<file path="src/rtl/dmem_arbiter_if.sv">
// Bundle of every signal between the dmem_arbiter, its two requesters and the
// data memory. The slave modport is the arbiter's view; master is the
// environment's view (core, debug port and memory together).
interface dmem_arbiter_if #(
    parameter int DATA_WIDTH = 32,
    parameter int ADDR_WIDTH = 32,
    parameter int MAX_BURST  = 4
) ();
    localparam int STRB_W = DATA_WIDTH / 8;
    localparam int CNT_W  = $clog2(MAX_BURST + 1);

    // CPU port
    logic                  cpu_req;
    logic                  cpu_we;
    logic [ADDR_WIDTH-1:0] cpu_addr;
    logic [DATA_WIDTH-1:0] cpu_wdata;
    logic [STRB_W-1:0]     cpu_wstrb;
    logic                  cpu_gnt;
    logic                  cpu_stall;
    logic                  cpu_rvalid;
    logic [DATA_WIDTH-1:0] cpu_rdata;

    // Debug/loader port
    logic                  dbg_req;
    logic                  dbg_we;
    logic [ADDR_WIDTH-1:0] dbg_addr;
    logic [DATA_WIDTH-1:0] dbg_wdata;
    logic [STRB_W-1:0]     dbg_wstrb;
    logic                  dbg_lock;
    logic                  dbg_gnt;
    logic                  dbg_rvalid;
    logic [DATA_WIDTH-1:0] dbg_rdata;

    // Memory side
    logic                  mem_en;
    logic                  mem_we;
    logic [ADDR_WIDTH-1:0] mem_addr;
    logic [DATA_WIDTH-1:0] mem_wdata;
    logic [STRB_W-1:0]     mem_wstrb;
    logic [DATA_WIDTH-1:0] mem_rdata;

    // Arbiter state exposed for observation (1 = debug granted last)
    logic                  st_last_gnt;
    logic [CNT_W-1:0]      st_burst_cnt;
    logic                  st_rd_pend;
    logic                  st_rd_owner;

    modport slave (
        input  cpu_req, cpu_we, cpu_addr, cpu_wdata, cpu_wstrb,
        output cpu_gnt, cpu_stall, cpu_rvalid, cpu_rdata,
        input  dbg_req, dbg_we, dbg_addr, dbg_wdata, dbg_wstrb, dbg_lock,
        output dbg_gnt, dbg_rvalid, dbg_rdata,
        output mem_en, mem_we, mem_addr, mem_wdata, mem_wstrb,
        input  mem_rdata,
        output st_last_gnt, st_burst_cnt, st_rd_pend, st_rd_owner
    );

    modport master (
        output cpu_req, cpu_we, cpu_addr, cpu_wdata, cpu_wstrb,
        input  cpu_gnt, cpu_stall, cpu_rvalid, cpu_rdata,
        output dbg_req, dbg_we, dbg_addr, dbg_wdata, dbg_wstrb, dbg_lock,
        input  dbg_gnt, dbg_rvalid, dbg_rdata,
        input  mem_en, mem_we, mem_addr, mem_wdata, mem_wstrb,
        output mem_rdata,
        input  st_last_gnt, st_burst_cnt, st_rd_pend, st_rd_owner
    );
endinterface

</file>
<file path="src/rtl/dmem_arbiter.sv">
// Two-requester arbiter for the single-port data memory: CPU load/store path
// versus debug/loader port. Grants at most one access per cycle, steers read
// data back to the port that issued the read one cycle later, and limits how
// long a locked debug burst can hold off the CPU.
//
// Handshake: a requester raises req with its fields stable and holds them
// until it sees gnt in the same cycle; gnt is combinational, so a granted
// request completes on that clock edge. Dropping req before gnt withdraws the
// request with no side effects. Read data returns as an rvalid pulse with
// rdata exactly one cycle after the read grant and cannot be back-pressured.
module dmem_arbiter #(
    parameter int DATA_WIDTH = 32,
    parameter int ADDR_WIDTH = 32,
    parameter int MAX_BURST  = 4
) (
    input  logic            clk,
    input  logic            rst,
    dmem_arbiter_if.slave   bus
);
    localparam int STRB_W = DATA_WIDTH / 8;
    localparam int CNT_W  = $clog2(MAX_BURST + 1);
    localparam logic [CNT_W-1:0] MAX_CNT = CNT_W'(MAX_BURST);

    localparam logic PORT_CPU = 1'b0;
    localparam logic PORT_DBG = 1'b1;

    logic             last_gnt;
    logic [CNT_W-1:0] burst_cnt;
    logic             rd_pend;
    logic             rd_owner;
    logic             cpu_gnt;
    logic             dbg_gnt;

    // Pick the winner for this cycle from live requests and registered state.
    always_comb begin
        cpu_gnt = 1'b0;
        dbg_gnt = 1'b0;
        if (!rst) begin
            if (bus.cpu_req && !bus.dbg_req) begin
                cpu_gnt = 1'b1;
            end else if (bus.dbg_req && !bus.cpu_req) begin
                dbg_gnt = 1'b1;
            end else if (bus.cpu_req && bus.dbg_req) begin
                if (bus.dbg_lock) begin
                    // Locked burst: debug wins until it has used its quota.
                    if (burst_cnt < MAX_CNT) dbg_gnt = 1'b1;
                    else                     cpu_gnt = 1'b1;
                end else begin
                    // Round-robin: whoever was not granted last goes now.
                    if (last_gnt == PORT_DBG) cpu_gnt = 1'b1;
                    else                      dbg_gnt = 1'b1;
                end
            end
        end
    end

    // Steer the granted port onto the memory bus; zeros when idle.
    always_comb begin
        bus.mem_en    = cpu_gnt | dbg_gnt;
        bus.mem_we    = 1'b0;
        bus.mem_addr  = '0;
        bus.mem_wdata = '0;
        bus.mem_wstrb = '0;
        if (cpu_gnt) begin
            bus.mem_we    = bus.cpu_we;
            bus.mem_addr  = bus.cpu_addr;
            bus.mem_wdata = bus.cpu_wdata;
            bus.mem_wstrb = bus.cpu_wstrb;
        end else if (dbg_gnt) begin
            bus.mem_we    = bus.dbg_we;
            bus.mem_addr  = bus.dbg_addr;
            bus.mem_wdata = bus.dbg_wdata;
            bus.mem_wstrb = bus.dbg_wstrb;
        end
    end

    // Remember the last winner for round-robin tie breaking.
    always_ff @(posedge clk) begin
        if (rst) begin
            last_gnt <= PORT_DBG;
        end else if (cpu_gnt) begin
            last_gnt <= PORT_CPU;
        end else if (dbg_gnt) begin
            last_gnt <= PORT_DBG;
        end
    end

    // Count debug grants that the CPU has been waiting through.
    always_ff @(posedge clk) begin
        if (rst) begin
            burst_cnt <= '0;
        end else if (cpu_gnt || !bus.cpu_req) begin
            burst_cnt <= '0;
        end else if (dbg_gnt && burst_cnt < MAX_CNT) begin
            burst_cnt <= burst_cnt + 1'b1;
        end
    end

    // Track which port owns the read data arriving next cycle.
    always_ff @(posedge clk) begin
        if (rst) begin
            rd_pend  <= 1'b0;
            rd_owner <= PORT_CPU;
        end else begin
            rd_pend  <= bus.mem_en & ~bus.mem_we;
            rd_owner <= dbg_gnt;
        end
    end

    // Return read data to its owner only; the other port sees zeros. Gated by
    // rst so a read in flight when reset arrives is dropped.
    always_comb begin
        bus.cpu_rvalid = rd_pend & ~rst & (rd_owner == PORT_CPU);
        bus.dbg_rvalid = rd_pend & ~rst & (rd_owner == PORT_DBG);
        bus.cpu_rdata  = bus.cpu_rvalid ? bus.mem_rdata : '0;
        bus.dbg_rdata  = bus.dbg_rvalid ? bus.mem_rdata : '0;
    end

    assign bus.cpu_gnt      = cpu_gnt;
    assign bus.dbg_gnt      = dbg_gnt;
    assign bus.cpu_stall    = bus.cpu_req & ~cpu_gnt;
    assign bus.st_last_gnt  = last_gnt;
    assign bus.st_burst_cnt = burst_cnt;
    assign bus.st_rd_pend   = rd_pend;
    assign bus.st_rd_owner  = rd_owner;

endmodule

</file>
<file path="src/flat_wrapper.sv">
// flat-port wrapper written by rule: the top's interface ports become plain ports
module dmem_arbiter_flat 
#(
    parameter int DATA_WIDTH = 32,
    parameter int ADDR_WIDTH = 32,
    parameter int MAX_BURST  = 4
)
  (clk, rst, bus_cpu_req, bus_cpu_we, bus_cpu_addr, bus_cpu_wdata, bus_cpu_wstrb, bus_cpu_gnt, bus_cpu_stall, bus_cpu_rvalid, bus_cpu_rdata, bus_dbg_req, bus_dbg_we, bus_dbg_addr, bus_dbg_wdata, bus_dbg_wstrb, bus_dbg_lock, bus_dbg_gnt, bus_dbg_rvalid, bus_dbg_rdata, bus_mem_en, bus_mem_we, bus_mem_addr, bus_mem_wdata, bus_mem_wstrb, bus_mem_rdata, bus_st_last_gnt, bus_st_burst_cnt, bus_st_rd_pend, bus_st_rd_owner);
  dmem_arbiter_if #(.DATA_WIDTH(DATA_WIDTH), .ADDR_WIDTH(ADDR_WIDTH), .MAX_BURST(MAX_BURST)) bus_i ();
  input  logic clk;
  input  logic rst;
  input wire logic [$bits(bus_i.cpu_req)-1:0] bus_cpu_req;
  input wire logic [$bits(bus_i.cpu_we)-1:0] bus_cpu_we;
  input wire logic [$bits(bus_i.cpu_addr)-1:0] bus_cpu_addr;
  input wire logic [$bits(bus_i.cpu_wdata)-1:0] bus_cpu_wdata;
  input wire logic [$bits(bus_i.cpu_wstrb)-1:0] bus_cpu_wstrb;
  output wire logic [$bits(bus_i.cpu_gnt)-1:0] bus_cpu_gnt;
  output wire logic [$bits(bus_i.cpu_stall)-1:0] bus_cpu_stall;
  output wire logic [$bits(bus_i.cpu_rvalid)-1:0] bus_cpu_rvalid;
  output wire logic [$bits(bus_i.cpu_rdata)-1:0] bus_cpu_rdata;
  input wire logic [$bits(bus_i.dbg_req)-1:0] bus_dbg_req;
  input wire logic [$bits(bus_i.dbg_we)-1:0] bus_dbg_we;
  input wire logic [$bits(bus_i.dbg_addr)-1:0] bus_dbg_addr;
  input wire logic [$bits(bus_i.dbg_wdata)-1:0] bus_dbg_wdata;
  input wire logic [$bits(bus_i.dbg_wstrb)-1:0] bus_dbg_wstrb;
  input wire logic [$bits(bus_i.dbg_lock)-1:0] bus_dbg_lock;
  output wire logic [$bits(bus_i.dbg_gnt)-1:0] bus_dbg_gnt;
  output wire logic [$bits(bus_i.dbg_rvalid)-1:0] bus_dbg_rvalid;
  output wire logic [$bits(bus_i.dbg_rdata)-1:0] bus_dbg_rdata;
  output wire logic [$bits(bus_i.mem_en)-1:0] bus_mem_en;
  output wire logic [$bits(bus_i.mem_we)-1:0] bus_mem_we;
  output wire logic [$bits(bus_i.mem_addr)-1:0] bus_mem_addr;
  output wire logic [$bits(bus_i.mem_wdata)-1:0] bus_mem_wdata;
  output wire logic [$bits(bus_i.mem_wstrb)-1:0] bus_mem_wstrb;
  input wire logic [$bits(bus_i.mem_rdata)-1:0] bus_mem_rdata;
  output wire logic [$bits(bus_i.st_last_gnt)-1:0] bus_st_last_gnt;
  output wire logic [$bits(bus_i.st_burst_cnt)-1:0] bus_st_burst_cnt;
  output wire logic [$bits(bus_i.st_rd_pend)-1:0] bus_st_rd_pend;
  output wire logic [$bits(bus_i.st_rd_owner)-1:0] bus_st_rd_owner;
  assign bus_i.cpu_req = bus_cpu_req;
  assign bus_i.cpu_we = bus_cpu_we;
  assign bus_i.cpu_addr = bus_cpu_addr;
  assign bus_i.cpu_wdata = bus_cpu_wdata;
  assign bus_i.cpu_wstrb = bus_cpu_wstrb;
  assign bus_cpu_gnt = bus_i.cpu_gnt;
  assign bus_cpu_stall = bus_i.cpu_stall;
  assign bus_cpu_rvalid = bus_i.cpu_rvalid;
  assign bus_cpu_rdata = bus_i.cpu_rdata;
  assign bus_i.dbg_req = bus_dbg_req;
  assign bus_i.dbg_we = bus_dbg_we;
  assign bus_i.dbg_addr = bus_dbg_addr;
  assign bus_i.dbg_wdata = bus_dbg_wdata;
  assign bus_i.dbg_wstrb = bus_dbg_wstrb;
  assign bus_i.dbg_lock = bus_dbg_lock;
  assign bus_dbg_gnt = bus_i.dbg_gnt;
  assign bus_dbg_rvalid = bus_i.dbg_rvalid;
  assign bus_dbg_rdata = bus_i.dbg_rdata;
  assign bus_mem_en = bus_i.mem_en;
  assign bus_mem_we = bus_i.mem_we;
  assign bus_mem_addr = bus_i.mem_addr;
  assign bus_mem_wdata = bus_i.mem_wdata;
  assign bus_mem_wstrb = bus_i.mem_wstrb;
  assign bus_i.mem_rdata = bus_mem_rdata;
  assign bus_st_last_gnt = bus_i.st_last_gnt;
  assign bus_st_burst_cnt = bus_i.st_burst_cnt;
  assign bus_st_rd_pend = bus_i.st_rd_pend;
  assign bus_st_rd_owner = bus_i.st_rd_owner;
  dmem_arbiter #(.DATA_WIDTH(DATA_WIDTH), .ADDR_WIDTH(ADDR_WIDTH), .MAX_BURST(MAX_BURST)) u_core (.clk(clk), .rst(rst), .bus(bus_i));
endmodule
</file>
<file path="config.mk">
export PLATFORM = sky130hd
export DESIGN_NAME = dmem_arbiter_flat
export DESIGN_NICKNAME = d
export VERILOG_FILES = /design/src/rtl/dmem_arbiter_if.sv /design/src/rtl/dmem_arbiter.sv /design/src/flat_wrapper.sv
export SDC_FILE = /design/constraint.sdc
export NUM_CORES = 1
export LEC_CHECK = 0
export ABC_AREA = 1
export ABC_CLOCK_PERIOD_IN_PS = 1700
export BUFFER_PORTS_ARGS = -buffer_cell sky130_fd_sc_hd__buf_4
export CAP_MARGIN = 20
export CORE_AREA = 2 2 126 128
export CTS_CLUSTER_SIZE = 16
export DETAILED_ROUTE_END_ITERATION = 10
export DIE_AREA = 0 0 128 130
export GPL_TIMING_DRIVEN = 0
export SETUP_SLACK_MARGIN = 0.02
export SYNTH_ARGS = -nofsm -noshare
export SYNTH_HDL_FRONTEND = slang
export SYNTH_SLANG_ARGS = --single-unit
</file>
<file path="constraint.sdc">
create_clock -name clk -period 1.7 [get_ports clk]
set_input_delay 0.255 -clock clk [delete_from_list [all_inputs] [get_ports clk]]
set_output_delay 0.255 -clock clk [all_outputs]
set_load 0.02 [all_outputs]
</file>
# Word level (Yosys, flattened, before mapping)
# Index checks and enable logic that the tools add are counted.
dict set report word_totals {
  n_memories 0
  latch_bits 0
  mem_bits_rw 0
  reg_bits 6
  output_inout_bits 145
  rom_bits 0
}
dict set report classes {
  order_cmp 1
  n_mul 0
  n_eq_ne 0
  n_bitwise 10
  n_addsub 1
  n_mux 26
  shift 0
  div 0
  reduce_logical 9
}
# op n
set op_table {}
lappend op_table {{two-way mux 32 bit} 6}
lappend op_table {{two-way mux 1 bit} 18}
lappend op_table {{two-way mux 4 bit} 2}
lappend op_table {{AND 1 bit} 5}
lappend op_table {{logical AND 1 bit} 4}
lappend op_table {{inverter 1 bit} 4}
lappend op_table {{adder 3 x 1 -> 3 bit, second input constant} 1}
lappend op_table {{< comparator 3 bit, second input constant} 1}
lappend op_table {{zero test 1 bit} 2}
lappend op_table {{nonzero test 2 bit} 1}
lappend op_table {{OR reduction 2 bit} 1}
lappend op_table {{logical OR 1 bit} 1}
lappend op_table {{OR 1 bit} 1}

# Depth between registers and ports, before layout
dict set report depth {
  word_depth 11
  mapped_depth 11
  mapped_depth_nobuf 9
}

# Worst setup path after synthesis
# OpenSTA, ideal clock, no wires.
dict set report synth_timing {
  kind {reg-to-output}
  start {register u_core.rd_pend, in the netlist u_core.bus.st_rd_pend}
  end {output bus_cpu_rdata[0]}
  n_path_buf 1
  path_slack_ps -287
  required_time_ps 1445
  arrival_ps 1732
  stages_incl_launch_ff 6
  cell_sequence {dfxtp_1 > inv_1 > nor3_1 > inv_1 > clkbuf_1 > nor2_1}
}
dict set report synth_via {
  elab_chain_cells 3
}
# element line_no
set synth_rtl {}
lappend synth_rtl {{from (decl)} dmem_arbiter.sv:29} ;# logic rd_pend;
lappend synth_rtl {{from (signal assigned)} dmem_arbiter.sv:105} ;# rd_pend <= bus.mem_en & ~bus.mem_we;
lappend synth_rtl {{AND 1 bit (2 in a row)} dmem_arbiter.sv:113} ;# bus.cpu_rvalid = rd_pend & ~rst & (rd_owner == PORT_CPU);
lappend synth_rtl {{via bus_cpu_rvalid} flat_wrapper.sv:19} ;# output wire logic [$bits(bus_i.cpu_rvalid)-1:0] bus_cpu_rvalid;
lappend synth_rtl {{two-way mux 32 bit} dmem_arbiter.sv:115} ;# bus.cpu_rdata = bus.cpu_rvalid ? bus.mem_rdata : '0;
lappend synth_rtl {{to (decl)} flat_wrapper.sv:20} ;# output wire logic [$bits(bus_i.cpu_rdata)-1:0] bus_cpu_rdata;
# The timed path passes the listed nets, and every way through them passes these cells.

# Final worst setup path
dict set report layout_timing {
  start {register u_core.burst_cnt[2], in the netlist u_core.bus.st_burst_cnt[2]}
  end {output bus_mem_wdata[17]}
}
dict set report layout_via {
  elab_chain_cells 9
  elab_cells_between_ends 15
}
# element line_no
set layout_rtl {}
lappend layout_rtl {{from (decl)} dmem_arbiter.sv:28} ;# logic [CNT_W-1:0] burst_cnt;
lappend layout_rtl {{from (signal assigned)} dmem_arbiter.sv:95} ;# burst_cnt <= burst_cnt + 1'b1;
lappend layout_rtl {{< comparator 3 bit (*)} dmem_arbiter.sv:46} ;# if (burst_cnt < MAX_CNT) dbg_gnt = 1'b1;
lappend layout_rtl {{two-way mux 1 bit} dmem_arbiter.sv:46}
lappend layout_rtl {{two-way mux 1 bit} dmem_arbiter.sv:44} ;# if (bus.dbg_lock) begin
lappend layout_rtl {{two-way mux 1 bit} dmem_arbiter.sv:43} ;# end else if (bus.cpu_req && bus.dbg_req) begin
lappend layout_rtl {{two-way mux 1 bit} dmem_arbiter.sv:41} ;# end else if (bus.dbg_req && !bus.cpu_req) begin
lappend layout_rtl {{two-way mux 1 bit} dmem_arbiter.sv:39} ;# if (bus.cpu_req && !bus.dbg_req) begin
lappend layout_rtl {{two-way mux 1 bit} dmem_arbiter.sv:38} ;# if (!rst) begin
lappend layout_rtl {{two-way mux 32 bit} dmem_arbiter.sv:69} ;# end else if (dbg_gnt) begin
lappend layout_rtl {{two-way mux 32 bit (*)} dmem_arbiter.sv:64} ;# if (cpu_gnt) begin
lappend layout_rtl {{to (decl)} flat_wrapper.sv:33} ;# output wire logic [$bits(bus_i.mem_wdata)-1:0] bus_mem_wdata;
# Every way passes the cells marked *; elsewhere a longest branch is shown, timed or not.

==> flow_summary.html <==
<table>
<tr><th>Metric</th><th>Value</th></tr>
<tr><th colspan="2">Run status</th></tr>
<tr><td>Result of the run</td><td>finished, violations left</td></tr>
<tr><td>Violations in the final reports</td><td>negative setup slack</td></tr>
<tr><th colspan="2">Power</th></tr>
<tr><td>Reg power frac</td><td>0.082</td></tr>
<tr><td>Peak supply drop</td><td>0.271 mV</td></tr>
<tr><td>Clock share of power</td><td>0.205</td></tr>
<tr><td>Switching power total</td><td>0.706 mW</td></tr>
<tr><td>Proportion of power drawn by combinational gates</td><td>0.712</td></tr>
<tr><td>Leakage dissipation</td><td>3.20 nW</td></tr>
<tr><td>Design internal power</td><td>1.13 mW</td></tr>
<tr><td>Areal power density over the cells</td><td>352 nW/um^2</td></tr>
<tr><td>Fraction of power spent switching nets</td><td>0.384</td></tr>
<tr><th colspan="2">Global route</th></tr>
<tr><td>Remaining global-route overflow</td><td>0</td></tr>
<tr><td>Via count of the first global-routing pass</td><td>3268</td></tr>
<tr><td>Pin count of the biggest net entering global routing</td><td>11</td></tr>
<tr><td>Number of antenna violations at the first check in global routing</td><td>0</td></tr>
<tr><td>Wire length of the first global-routing pass</td><td>15.5 mm</td></tr>
<tr><td>GRT Overall Usage</td><td>0.115</td></tr>
<tr><th colspan="2">Route</th></tr>
<tr><td>Vias post-DR</td><td>3483</td></tr>
<tr><td>Detailed Route WL</td><td>11.2 mm</td></tr>
<tr><td>Vias per cell</td><td>3.80</td></tr>
<tr><td>Detailed-router iteration count before antenna repair</td><td>4</td></tr>
<tr><td>Starting DRT DRC Count</td><td>99</td></tr>
<tr><td>Post-DRT Antenna Nets</td><td>0</td></tr>
<tr><td>Routed len/inst</td><td>12.3 microns</td></tr>
<tr><td>Residual DRC</td><td>0</td></tr>
<tr><th colspan="2">Synth</th></tr>
<tr><td>Compound-Gate Fraction of Synth Area</td><td>0.00781</td></tr>
<tr><td>Top cell type's share of synthesized area</td><td>0.511</td></tr>
<tr><td>Commonest cells in the synthesized netlist</td><td>sky130_fd_sc_hd__nand2_1 (218), sky130_fd_sc_hd__nor2_1 (73), sky130_fd_sc_hd__inv_1 (43), sky130_fd_sc_hd__buf_2 (10)</td></tr>
<tr><td>Number of distinct standard cells referenced by the synthesized netlist</td><td>19</td></tr>
<tr><td>Cell with the most instances after synthesis</td><td>sky130_fd_sc_hd__nand2_1</td></tr>
<tr><td>Top cells by area in the synthesized netlist</td><td>sky130_fd_sc_hd__nand2_1 (51%), sky130_fd_sc_hd__nor2_1 (17%), sky130_fd_sc_hd__inv_1 (10%), sky130_fd_sc_hd__dfxtp_1 (7.5%), sky130_fd_sc_hd__buf_2 (3.1%)</td></tr>
<tr><td>Multiplexer share of the synthesized area</td><td>0</td></tr>
<tr><td>Number of enable flip-flop cells after synthesis</td><td>0</td></tr>
<tr><td>Net count of the mapped netlist</td><td>553</td></tr>
<tr><td>Main combinational cell family by area after synthesis</td><td>simple AND/OR/NAND/NOR gates</td></tr>
<tr><td>Most common flop cell mapped by yosys</td><td>sky130_fd_sc_hd__dfxtp_1</td></tr>
<tr><td>Mapped cell area</td><td>1600 sq um</td></tr>
<tr><td>Per-instance average area after synthesis</td><td>4.25 sq um</td></tr>
<tr><td>Warnings, synthesis</td><td>0</td></tr>
<tr><td>Number of flip-flops and latches in the synthesized netlist</td><td>6</td></tr>
<tr><td>Sequential fraction of the synthesis area</td><td>0.0750</td></tr>
<tr><td>Async set-reset flop share out of synthesis</td><td>0</td></tr>
<tr><td>Dominant cell type by area after synthesis</td><td>sky130_fd_sc_hd__nand2_1</td></tr>
<tr><td>Xor and xnor area share after synthesis</td><td>0.00547</td></tr>
<tr><td>Synthesized instance count</td><td>377</td></tr>
<tr><td>Synthesized-area fraction occupied by adder cells</td><td>0.00781</td></tr>
<tr><td>Post-synthesis share of cell area spent on and, or, nand and nor gates</td><td>0.720</td></tr>
<tr><th colspan="2">Layout</th></tr>
<tr><td>Fraction of layout instances using a drive strength above 1</td><td>0.635</td></tr>
<tr><td>FILL cells</td><td>1663</td></tr>
<tr><td>Final Instance Area</td><td>5220 sq um</td></tr>
<tr><td>Synthesis-to-layout area growth</td><td>226%</td></tr>
<tr><td>Net count reported at finish</td><td>902</td></tr>
<tr><td>Antenna cells</td><td>0</td></tr>
<tr><th colspan="2">Place</th></tr>
<tr><td>Placer's final routability congestion estimate</td><td>0.736</td></tr>
<tr><td>Post-DP Area</td><td>4240 sq um</td></tr>
<tr><td># port buffers</td><td>319</td></tr>
<tr><td>Worst Setup Slack post-DPL</td><td>-189 ps</td></tr>
<tr><td>Placed wire-length estimate</td><td>8.71 mm</td></tr>
<tr><th colspan="2">STA</th></tr>
<tr><td>Achievable frequency</td><td>536 MHz</td></tr>
<tr><td>Measured slew at the worst slew-check pin</td><td>246 ps</td></tr>
<tr><td>Clock skew</td><td>2.56 ps</td></tr>
<tr><td>Slack of the critical path</td><td>-166 ps</td></tr>
<tr><td>Final sum of negative setup slack</td><td>-5850 ps</td></tr>
<tr><td>RSZ-0062 raised after global routing</td><td>true</td></tr>
<tr><td>Final Max Tran Viols</td><td>0</td></tr>
<tr><td>Relative max-transition margin</td><td>0.834</td></tr>
<tr><td>Clock period minus final worst setup slack</td><td>1870 ps</td></tr>
<tr><td>Ratio of final minimum period to clock period</td><td>1.10</td></tr>
<tr><td>Setup-violating endpoint count in the final report</td><td>68</td></tr>
<tr><td>Final count of hold timing violations</td><td>0</td></tr>
<tr><th colspan="2">Floorplanning</th></tr>
<tr><td>Top Ports</td><td>320</td></tr>
<tr><td>Area of the core region</td><td>15400 sq um</td></tr>
<tr><td>Die Y-Extent</td><td>130 microns</td></tr>
<tr><td>Initial core utilization</td><td>0.104</td></tr>
<tr><td>Number of cell rows</td><td>46</td></tr>
<tr><td>Width of the chip</td><td>128 microns</td></tr>
<tr><td>Area of the die</td><td>16600 sq um</td></tr>
<tr><th colspan="2">CTS</th></tr>
<tr><td>CTS tree</td><td>done</td></tr>
<tr><td>Number of sinks handled by clock tree synthesis</td><td>6</td></tr>
<tr><td>Total of hold buffers inserted after clock tree synthesis</td><td>0</td></tr>
<tr><td>Number of buffers created by CTS</td><td>3</td></tr>
<tr><td>Clock root buffer</td><td>sky130_fd_sc_hd__clkbuf_16</td></tr>
<tr><td>Maximum clock insertion buffer count</td><td>2</td></tr>
<tr><td>Insertion delay to the later sink of the worst-skew pair</td><td>230 ps</td></tr>
<tr><td>H-tree levels</td><td>1</td></tr>
<tr><td>Clock slew at the register clock pins of the worst setup and hold paths</td><td>30 ps</td></tr>
<tr><th colspan="2">Setup path</th></tr>
<tr><td>Crit-path max FO</td><td>8</td></tr>
<tr><td>Critical Path Sink Type</td><td>output port</td></tr>
<tr><td>Register-to-register setup slack</td><td>590 ps</td></tr>
<tr><td>Data required, critical path</td><td>1440 ps</td></tr>
<tr><td>Sort of element at the start of the critical path</td><td>register</td></tr>
<tr><td>Crit path kind</td><td>register to output port</td></tr>
<tr><td>Launch point of the worst reg-to-reg path</td><td>u_core.bus.st_burst_cnt[2]</td></tr>
<tr><td>Critical path origin</td><td>u_core.bus.st_burst_cnt[2]</td></tr>
<tr><td>Signal arrival time at the worst endpoint</td><td>1610 ps</td></tr>
<tr><th colspan="2">Job</th></tr>
<tr><td>Number of max-capacitance violations reported</td><td>0</td></tr>
<tr><th colspan="2">Worst hold path</th></tr>
<tr><td>Worst hold-check path type</td><td>primary input to register</td></tr>
<tr><td>Hold path start</td><td>rst</td></tr>
</table>
[cell families (layout without fill, tap and decap cells)]
family	Yosys count	count (layout)
flops	6	6
xor+xnor	1	1
compound gates	2	2
buf+inv	67	414
fa+ha+maj	1	1
simple gates	300	300
[final timing paths]
kind,end,cells past startpoint
worst max-delay path,bus_mem_wdata[17],11
worst min-delay path,u_core.bus.st_rd_owner,2
worst max register to register,u_core.bus.st_rd_pend,8
worst min register to register,u_core.bus.st_burst_cnt[1],4
[cells in the final DEF (no fill, tap or decap)]
cell and instances:
sky130_fd_sc_hd__buf_4 288, sky130_fd_sc_hd__nand2_1 138, sky130_fd_sc_hd__nor2_1 72, sky130_fd_sc_hd__nand2_2 60, sky130_fd_sc_hd__buf_6 57, sky130_fd_sc_hd__inv_1 41, sky130_fd_sc_hd__nand2_4 21, sky130_fd_sc_hd__buf_8 7
sky130_fd_sc_hd__buf_12 5, sky130_fd_sc_hd__inv_2 4, sky130_fd_sc_hd__dfxtp_1 4, sky130_fd_sc_hd__nand4_1 3, sky130_fd_sc_hd__clkbuf_16 3, sky130_fd_sc_hd__clkbuf_4 2, sky130_fd_sc_hd__clkbuf_2 2, sky130_fd_sc_hd__o21ai_0 1
sky130_fd_sc_hd__nor3_2 1, sky130_fd_sc_hd__clkbuf_8 1, sky130_fd_sc_hd__nand3_2 1, sky130_fd_sc_hd__nor2_2 1, sky130_fd_sc_hd__nand3_4 1, sky130_fd_sc_hd__nor2_4 1, sky130_fd_sc_hd__clkinv_1 1, sky130_fd_sc_hd__inv_8 1
sky130_fd_sc_hd__nand3_1 1, sky130_fd_sc_hd__xor2_1 1, sky130_fd_sc_hd__o211ai_1 1, sky130_fd_sc_hd__ha_1 1, sky130_fd_sc_hd__buf_16 1, sky130_fd_sc_hd__inv_4 1, sky130_fd_sc_hd__dfxtp_4 1, sky130_fd_sc_hd__dfxtp_2 1
[flip-flops by register name (all words and copies together) (netlist names)]
register / count
u_core.bus.st_burst_cnt: 3
u_core.bus.st_last_gnt: 1
u_core.bus.st_rd_owner: 1
u_core.bus.st_rd_pend: 1
[power groups by stage]
stage | clock (mW) | combinational, mW | sequential (mW)
2_1_floorplan | 0 | 0.426 | 0.160
3_3_place_gp | 0 | 1.06 | 0.154
3_5_place_dp | 0 | 1.06 | 0.154
4_1_cts | 0.383 | 1.30 | 0.152
5_1_grt | 0.394 | 1.40 | 0.152
6_report | 0.378 | 1.31 | 0.152
[layout make-up]
cell class / instances / area (sq um) / area share
repair buffers: 346 / 2880 / 0.553
multi-input cells: 304 / 1510 / 0.290
well taps: 192 / 240 / 0.0460
plain buffers: 17 / 191 / 0.0367
inverters: 47 / 184 / 0.0352
flip-flops and latches: 6 / 125 / 0.0240
clock buffers: 3 / 75.1 / 0.0144
repair inverters: 1 / 6.26 / 0.00120
[metal layers]
metal | up-vias | part of all wire | global-route usage
li1 | 1780 | - | -
met1 | 1499 | 0.36 | 0.123
met2 | 192 | 0.53 | 0.232
met3 | 12 | 0.090 | 0.0221
met4 | 0 | 0.018 | 0.0233
met5 | - | 0 | 0
[per-stage QoR]
step | hold slack [ps] | cells | power (mW) | utilization
floorplan | 327 | 377 | 0.586 | -
global placement | 476 | 888 | 1.21 | 0.275
detailed placement | 479 | 888 | 1.21 | 0.275
CTS | 243 | 914 | 1.84 | 0.335
global route | 257 | 916 | 1.95 | 0.338
finish | 247 | 916 | 1.84 | 0.338
[what timing repair did]
action | CTS | global route
gates cloned | 8 | 0
setup endpoints to repair | 123 | 116
buffers inserted | 15 | 9
gates resized for setup | 184 | 42
endpoints found under the hold margin | 0 | 0
pin swaps | 35 | 11
[critical path: stages (launching register included)]
cell	delay (ps)
sky130_fd_sc_hd__dfxtp_4	340
sky130_fd_sc_hd__inv_2	60
sky130_fd_sc_hd__nand2_2	60
sky130_fd_sc_hd__nand3_4	90
sky130_fd_sc_hd__nand2_4	70
sky130_fd_sc_hd__nor2_4	100
sky130_fd_sc_hd__buf_12	140
sky130_fd_sc_hd__buf_12	140
sky130_fd_sc_hd__buf_12	140
sky130_fd_sc_hd__nand2_4	50
sky130_fd_sc_hd__nand2_4	70
sky130_fd_sc_hd__buf_6	110
(Power assumes the default switching activity.)
